## src/rtl/q_transition_monitor_if.sv

```systemverilog
// Signal bundle between the Q-observation stage and its driver/consumer.
// The monitor itself connects through the slave modport.
interface q_transition_monitor_if #(
    parameter int CNT_W = 16,
    parameter int RUN_W = 8
);
    logic             Q_in;
    logic             Start;
    logic             Stop;
    logic             Busy;
    logic             Done;
    logic [CNT_W-1:0] Rise_Cnt;
    logic [CNT_W-1:0] Fall_Cnt;
    logic [RUN_W-1:0] Max_Run;
    logic [RUN_W-1:0] Min_Run;
    logic             Err_Stuck;

    modport master (
        output Q_in, Start, Stop,
        input  Busy, Done, Rise_Cnt, Fall_Cnt, Max_Run, Min_Run, Err_Stuck
    );

    modport slave (
        input  Q_in, Start, Stop,
        output Busy, Done, Rise_Cnt, Fall_Cnt, Max_Run, Min_Run, Err_Stuck
    );
endinterface

```

## src/rtl/q_transition_monitor.sv

```systemverilog
// Samples Q once per clock inside a Start/Stop window; counts edges, tracks
// shortest/longest completed run and flags a run that reaches STUCK_LIMIT.
module q_transition_monitor #(
    parameter int CNT_W       = 16,
    parameter int RUN_W       = 8,
    parameter int STUCK_LIMIT = 200
) (
    input  logic                   Clk,
    input  logic                   Rst,
    q_transition_monitor_if.slave  mon
);
    localparam logic [RUN_W-1:0] LIMIT = RUN_W'(STUCK_LIMIT);

    typedef enum logic [1:0] {
        IDLE,
        ARM,
        RUN,
        DONE
    } state_t;

    state_t           state;
    logic             q_prev;
    logic [RUN_W-1:0] run_len;
    logic [RUN_W-1:0] run_inc;
    logic             busy_r;
    logic             done_r;
    logic [CNT_W-1:0] rise_r;
    logic [CNT_W-1:0] fall_r;
    logic [RUN_W-1:0] max_r;
    logic [RUN_W-1:0] min_r;
    logic             err_r;

    // Saturating successor of the open run length.
    always_comb begin
        run_inc = run_len;
        if (run_len != '1) begin
            run_inc = run_len + 1'b1;
        end
    end

    always_ff @(posedge Clk) begin
        if (Rst) begin
            state   <= IDLE;
            busy_r  <= 1'b0;
            done_r  <= 1'b0;
            rise_r  <= '0;
            fall_r  <= '0;
            max_r   <= '0;
            min_r   <= '1;
            err_r   <= 1'b0;
            q_prev  <= 1'b0;
            run_len <= '0;
        end else begin
            done_r <= 1'b0;
            case (state)
                IDLE: begin
                    if (mon.Start) begin
                        rise_r <= '0;
                        fall_r <= '0;
                        max_r  <= '0;
                        min_r  <= '1;
                        err_r  <= 1'b0;
                        busy_r <= 1'b1;
                        state  <= ARM;
                    end
                end
                ARM: begin
                    q_prev  <= mon.Q_in;
                    run_len <= RUN_W'(1);
                    state   <= RUN;
                end
                RUN: begin
                    if (mon.Q_in != q_prev) begin
                        if (mon.Q_in) begin
                            if (rise_r != '1) rise_r <= rise_r + 1'b1;
                        end else begin
                            if (fall_r != '1) fall_r <= fall_r + 1'b1;
                        end
                        if (run_len > max_r) max_r <= run_len;
                        if (run_len < min_r) min_r <= run_len;
                        run_len <= RUN_W'(1);
                        q_prev  <= mon.Q_in;
                    end else begin
                        run_len <= run_inc;
                        if (run_inc == LIMIT) err_r <= 1'b1;
                    end
                    // The Stop-cycle sample is folded in above before leaving.
                    if (mon.Stop) begin
                        busy_r <= 1'b0;
                        done_r <= 1'b1;
                        state  <= DONE;
                    end
                end
                DONE: begin
                    state <= IDLE;
                end
                default: begin
                    state <= IDLE;
                end
            endcase
        end
    end

    assign mon.Busy      = busy_r;
    assign mon.Done      = done_r;
    assign mon.Rise_Cnt  = rise_r;
    assign mon.Fall_Cnt  = fall_r;
    assign mon.Max_Run   = max_r;
    assign mon.Min_Run   = min_r;
    assign mon.Err_Stuck = err_r;
endmodule

```

## src/flat_wrapper.sv

```systemverilog
// flat-port wrapper written by rule: the top's interface ports become plain ports
module q_transition_monitor_flat 
#(
    parameter int CNT_W       = 16,
    parameter int RUN_W       = 8,
    parameter int STUCK_LIMIT = 200
)
  (Clk, Rst, mon_Q_in, mon_Start, mon_Stop, mon_Busy, mon_Done, mon_Rise_Cnt, mon_Fall_Cnt, mon_Max_Run, mon_Min_Run, mon_Err_Stuck);
  q_transition_monitor_if #(.CNT_W(CNT_W), .RUN_W(RUN_W)) mon_i ();
  input  logic Clk;
  input  logic Rst;
  input wire logic [$bits(mon_i.Q_in)-1:0] mon_Q_in;
  input wire logic [$bits(mon_i.Start)-1:0] mon_Start;
  input wire logic [$bits(mon_i.Stop)-1:0] mon_Stop;
  output wire logic [$bits(mon_i.Busy)-1:0] mon_Busy;
  output wire logic [$bits(mon_i.Done)-1:0] mon_Done;
  output wire logic [$bits(mon_i.Rise_Cnt)-1:0] mon_Rise_Cnt;
  output wire logic [$bits(mon_i.Fall_Cnt)-1:0] mon_Fall_Cnt;
  output wire logic [$bits(mon_i.Max_Run)-1:0] mon_Max_Run;
  output wire logic [$bits(mon_i.Min_Run)-1:0] mon_Min_Run;
  output wire logic [$bits(mon_i.Err_Stuck)-1:0] mon_Err_Stuck;
  assign mon_i.Q_in = mon_Q_in;
  assign mon_i.Start = mon_Start;
  assign mon_i.Stop = mon_Stop;
  assign mon_Busy = mon_i.Busy;
  assign mon_Done = mon_i.Done;
  assign mon_Rise_Cnt = mon_i.Rise_Cnt;
  assign mon_Fall_Cnt = mon_i.Fall_Cnt;
  assign mon_Max_Run = mon_i.Max_Run;
  assign mon_Min_Run = mon_i.Min_Run;
  assign mon_Err_Stuck = mon_i.Err_Stuck;
  q_transition_monitor #(.CNT_W(CNT_W), .RUN_W(RUN_W), .STUCK_LIMIT(STUCK_LIMIT)) u_core (.Clk(Clk), .Rst(Rst), .mon(mon_i));
endmodule
```

## config.mk

```make
export PLATFORM = sky130hd
export DESIGN_NAME = q_transition_monitor_flat
export DESIGN_NICKNAME = d
export VERILOG_FILES = /design/src/rtl/q_transition_monitor_if.sv /design/src/rtl/q_transition_monitor.sv /design/src/flat_wrapper.sv
export SDC_FILE = /design/constraint.sdc
export NUM_CORES = 1
export LEC_CHECK = 0
export ABC_AREA = 1
export CORE_AREA = 2 2 80 82
export CTS_BUF_LIST = sky130_fd_sc_hd__clkbuf_8 sky130_fd_sc_hd__clkbuf_16
export CTS_CLUSTER_DIAMETER = 30
export DETAILED_ROUTE_END_ITERATION = 10
export DIE_AREA = 0 0 82 84
export DONT_BUFFER_PORTS = 1
export PLACE_DENSITY = 0.81
export SETUP_SLACK_MARGIN = 0.3
export SYNTH_ARGS = -nofsm -noshare
export SYNTH_HDL_FRONTEND = slang
export SYNTH_SLANG_ARGS = --single-unit
```

## constraint.sdc

```tcl
create_clock -name Clk -period 4.8 [get_ports Clk]
set_input_delay 0.48 -clock Clk [delete_from_list [all_inputs] [get_ports Clk]]
set_output_delay 0.48 -clock Clk [all_outputs]
set_load 0.05 [all_outputs]
```

; After elaboration in Yosys (flattened, before gate mapping)
; Cells that the tools add are included.
[classes]
n_addsub = 3
order_cmp = 2
n_eq_ne = 19
mux = 33
bitwise = 1
reduce_logical = 12
[ops]
columns = operator, n
row1 = $mux 16, 7
row2 = $mux 8, 8
row3 = $pmux 16 s2, 2
row4 = $pmux 8 s2, 3
row5 = $add 16x1->16 const B, 2
row6 = $ne 16x16->1 const B, 2
row7 = $ne 2x1->1 const B, 6
row8 = $reduce_and 4->1, 3
row9 = $ne 2x2->1 const B, 5
row10 = $reduce_and 5->1, 2
row11 = $add 8x1->8 const B, 1
row12 = $eq 8x8->1 const B, 1
row13 = $gt 8x8->1, 1
row14 = $lt 8x8->1, 1
row15 = $ne 8x8->1 const B, 1
row16 = $pmux 2 s4, 1
row17 = $mux 1, 7
row18 = $pmux 1 s2, 3
row19 = $eq 2x2->1 const B, 2
row20 = $mux 2, 2
row21 = $reduce_and 2->1, 2
row22 = $reduce_bool 2->1, 2
row23 = $reduce_and 3->1, 1
row24 = $eq 2x1->1 const B, 1
row25 = 4 further kinds, 4
[totals]
register_bits = 62
inputBits = 5
output_inout_bits = 51
word_cells = 80

; Longest topological paths before layout
[logic_depth]
word_depth = 6
depth_mapped = 15
mapped_depth_nobuf = 15

; Worst setup path after synthesis
; No wires, ideal clock.
[synth_timing]
kind = register to register
from = register u_core.fall_r[0] (netlist: u_core.mon.Fall_Cnt[0])
to = register u_core.fall_r[0] (netlist: u_core.mon.Fall_Cnt[0])
setup_ns = 0.117
t_arrival_ns = 1.860
t_required_ns = 4.683
path_slack_ns = 2.824
stages_incl_launch_ff = 12
path_buffers = 1
synth_period_minus_slack_ns = 1.976
cell_sequence = dfxtp_1 ha_1 nand3_1 inv_1 nand2_1 inv_1 nand3_1 nand3_2 inv_1 buf_2 o21ai_0 nor2_1
[synth_via]
elab_chain_cells = 5
elab_cells_between_ends = 8
cone_classes = add/sub (1) / eq/ne (2) / mux (4) / reduce/logical (1)
[synth_rtl]
columns = element, line
row1 = start: declaration, q_transition_monitor.sv:28  ; logic [CNT_W-1:0] fall_r;
row2 = start signal: assignment, q_transition_monitor.sv:77  ; if (fall_r != '1) fall_r <= fall_r + 1'b1;
row3 = $add 16x1->16, q_transition_monitor.sv:77
row4 = $mux 16, q_transition_monitor.sv:77
row5 = $mux 16, q_transition_monitor.sv:74  ; if (mon.Q_in) begin
row6 = $mux 16, q_transition_monitor.sv:73  ; if (mon.Q_in != q_prev) begin
row7 = $pmux 16 s2, q_transition_monitor.sv:55  ; case (state)
; Several ways; a longest one is shown, not always the timed one. The select of a mux whose other input is x is not followed.
; A chain may end at the register's enable or synchronous reset.

; Worst setup path after layout
[layout_timing]
from = register u_core.state[0]
to = register u_core.fall_r[5] (netlist: u_core.mon.Fall_Cnt[5])
[layout_via]
elab_chain_cells = 3
elab_cells_between_ends = 9
cone_classes = eq/ne (5) / mux (1) / reduce/logical (3)
[layout_rtl]
columns = element, line
row1 = start: declaration, q_transition_monitor.sv:21  ; state_t state;
row2 = start signal: assignment, q_transition_monitor.sv:43  ; state <= IDLE;
row3 = start signal: assignment, q_transition_monitor.sv:64  ; state <= ARM;
row4 = start signal: assignment, q_transition_monitor.sv:70  ; state <= RUN;
row5 = $eq 2x2->1 or $logic_not 2->1 (tied branches), q_transition_monitor.sv:55
row6 = $ne 2x1->1 (no line) (tied with other cells), n/a
row7 = $reduce_and 5->1 (no line), n/a
; Several ways; a longest one is shown, not always the timed one.

==> results.txt <==
The number of buffers and inverters on the critical path came out at 3. Yosys printed 0 warnings. The area of the multi-input gates is 2180 sq um.

The number of global-route vias before repair came out at 3519. The top cell type by area accounts for 32.5% of the synthesized area. The type of the worst setup path is flop to flop. The I/O pin count came out at 56. The synthesized area per cell came out at 6.42 sq um. The met3 usage in global routing is 7.14%. The flip-flop and latch area came out at 1240 sq um. The share of cells above drive strength 1 came out at 4.24%. In this run the number of cells on the critical path is 11. The share of total power in combinational logic is 34.1%. The number of unique standard cell types used by synthesis is 34. The fraction of power consumed by the clock network came out at 23.1%.

The count of clock tree sinks came out at 62. The number of port buffers came out at 0. The cell area after synthesis is 3820 sq um. The number of search-and-repair iterations in the first detailed-routing pass came out at 5. The area of the die is 6890 sq um. The reg-to-reg setup timing slack came out at 2.04 ns. The share of total power consumed by net switching came out at 46.4%. The worst ir drop on vdd came out at 0.280 mV.

The congestion estimate from routability-driven global placement came to 0.863. The net load switching power is 783 uW. Setup repair after global routing left no endpoint under its margin. The maximum number of pins on one net before global-route repair came out at 33.

The max-capacitance violation count came out at 0. The area growth from synthesis to final layout came out at 3.67%. The finished layout holds 666 standard cells, fillers aside. The proportion of synthesized chip area in sequential cells came out at 32.5%. After layout, the design draws a total of 1690 uW.

The sequential share of power is 42.8%. In the routed design, unresolved DRC markers number 0. The count of final setup violators came out at 0. The total number of vias came out at 3686. The run finished with clean final reports. The number of buffers inserted to repair setup after CTS is 0. The remaining number of nets flagged by the antenna check after routing is 0.

In the routed layout, each cell is associated on average with a via count of 5.53. The biggest area contributor in the post-synthesis netlist is dfxtp_1. The post-synthesis instance total came out at 594. The standby leakage power is 0.00163 uW. The number of stages on the worst hold path came out at 1.

The time the final worst path needs with I/O delays and setup came out at 2.76 ns. The final period utilization came out at 57.4%. After detailed routing, the average wire length per cell comes to 13.2 um. Of all flip-flops after synthesis, the portion carrying an async set or reset was 0%. The slowest stage of the critical path is the ha_1 cell. For this run, global-route usage on met1 was measured as 31.2%.

The post-cts hold buffer count came out at 0. In this design, the stage delay of the slowest critical-path cell is 0.49 ns. The top cell types in the final layout, fill and taps aside, are nand2_1, inv_1, nand3_1. By instance count, the cell type seen most on the critical path is nand2_1.

The met2 capacity usage during global routing is 46.6%. The worst setup path is captured at a flop. Clock latency on the worst-skew pair, taken at its later pin, is 0.35 ns.

Traced cell by cell, the critical path runs through inv_1 -> ha_1 -> o21a_1 -> nand2_1 -> inv_1 -> nand3_2 -> inv_1 -> nand2_1 -> nand2_1 -> nand2_1 -> nor2_1. The final worst clock skew is 0.00529 ns. The worst reg-to-reg path cell count came out at 11. The library cell used most frequently in the layout, excluding fill and tap cells, is nand2_1. The depth of the CTS H-tree is 3. The data arrival at the endpoint of the critical path came out at 3.04 ns. The die width is 82 um.

The flip-flop cell with the highest count after synthesis is dfxtp_1. The initialized floorplan defines 29 standard-cell rows. After global routing the overflow that remains totals 0.

The root buffer cell is clkbuf_8. The transition time at the pin with the least slew margin is 0.700 ns. Once the floorplan was initialized, standard cells occupied 62.6% of the core. The power per cell area came out at 426 nW/um^2.

The maximum fanout along the worst path is 21. The kind of cell with the highest combined delay along the critical path is simple AND/OR/NAND/NOR gates. The aggregate routed wire length came out at 8810 um. The fmax came out at 0.363 GHz. Global routing consumed, over all layers together, 27.6% of the routing resources. The final-report hold violation count is 0. The number of enable flip-flop cells after synthesis came out at 0.

By area the synthesized netlist is led by dfxtp_1, nand2_1, nand3_1. The number of buffers added by the clock tree synthesis step is 9. The global-route wire length before repair came out at 15000 um. The layer flagged by global routing as most heavily used is met2. Once layout is complete, the utilization of the core stands at 64.9%. The max-slew violation total from the final report is 0. The initial antenna violation count came out at 0. The region available for standard cell placement spans 6100 sq um. The internal portion of the total power is 903 uW. The headroom to the max-slew limit came out at 53.2%. 0 antenna diodes ended up in the layout. The number of placed instances with taps included is 652. The data required time at the worst endpoint is 5.09 ns. Detailed placement ended at an HPWL of 6250 um. Clock-pin slew was measured on the worst setup and hold paths at 0.07 ns. The flip-flop and latch count after synthesis came out at 62. The number of cells upsized or downsized after cts is 0. The clock passes through at most 2 buffers. In this run the worst hold path is classified as primary input to flop. TritonCTS built the clock tree. The synthesized net count is 619. The element type at the critical path start is a flop. The die is 84 um tall.

The layout filler cell count is 555. The initial DRC count is 173. The number of nets at the end of the flow is 611. The final setup TNS is 0 ns.
==> synth_stat cells, drive strengths merged (2+ instances only) <==
cell type and n:
nor3b 2, o21ai 20, o21a 3, nand4 11, ha 20, inv 71
clkinv 2, and2 3, clkbuf 10, nand2 174, dfxtp 62, nor3 16
a21oi 39, xnor2 3, nand3 67, xor2 9, or2 4, nor2 60
o21bai 5, buf 10
==> final timing paths <==
path                           startpoint                                  end
min reg2reg  u_core.state[0]$_SDFFE_PP0P_         u_core.state[0]$_SDFFE_PP0P_
min                                   Rst         u_core.mon.Busy$_SDFFE_PP0P_
max reg2reg  u_core.state[0]$_SDFFE_PP0P_  u_core.mon.Fall_Cnt[5]$_SDFFE_PP0P_
max          u_core.state[0]$_SDFFE_PP0P_  u_core.mon.Fall_Cnt[5]$_SDFFE_PP0P_
==> cell type report <==
class | count | area share (%)
inverters | 73 | 6.93
clock inverters | 4 | 0.443
repair buffers | 1 | 0.190
clock buffers | 10 | 3.48
multi-input cells | 439 | 55.2
flip-flops and latches | 62 | 31.4
well taps | 77 | 2.44
==> sequential cells by signal (all words and copies together) (netlist names) <==
| register | flops |
|---|---|
| u_core.mon.Fall_Cnt | 16 |
| u_core.mon.Rise_Cnt | 16 |
| u_core.mon.Max_Run | 8 |
| u_core.mon.Min_Run | 8 |
| u_core.run_len | 8 |
| u_core.state | 2 |
| u_core.mon.Busy | 1 |
| u_core.mon.Done | 1 |
| u_core.mon.Err_Stuck | 1 |
| u_core.q_prev | 1 |
==> cells by family (layout without fill, tap and decap cells) <==
group / after synthesis / count (layout) / share of synthesized area (%)
flip-flops: 62 / 62 / 32.5
adder cells (fa/ha/maj): 20 / 20 / 6.56
AO/OA/AOI/OAI: 69 / 69 / 9.74
buffers and inverters: 93 / 88 / 10.3
AND/OR/NAND/NOR: 338 / 338 / 38.1
XOR/XNOR: 12 / 12 / 2.75
==> stage by stage <==
step / hold slack (ns) / cell area (sq um) / setup WS [ns]
2_1_floorplan: 0.445 / 3820 / 2.82
3_3_place_gp: 0.449 / 3800 / 2.15
3_5_place_dp: 0.468 / 3800 / 2.06
4_1_cts: 0.191 / 3960 / 2.05
5_1_grt: 0.188 / 3960 / 1.70
6_report: 0.195 / 3960 / 2.04
==> per-layer routing <==
metal | vias to the layer above | part of all wire (%)
li1 | 1887 | -
met1 | 1673 | 43
met2 | 104 | 49
met3 | 22 | 6.5
met4 | 0 | 2.4
met5 | - | 0
==> power groups by stage <==
stage	Clock (uW)	Sequential [uW]	Combinational [uW]
global route	411	727	662
global placement	0	731	553
finish	390	721	575
detailed placement	0	733	572
floorplan	0	721	528
CTS	392	722	573
Power figures use the tool's default switching activity.
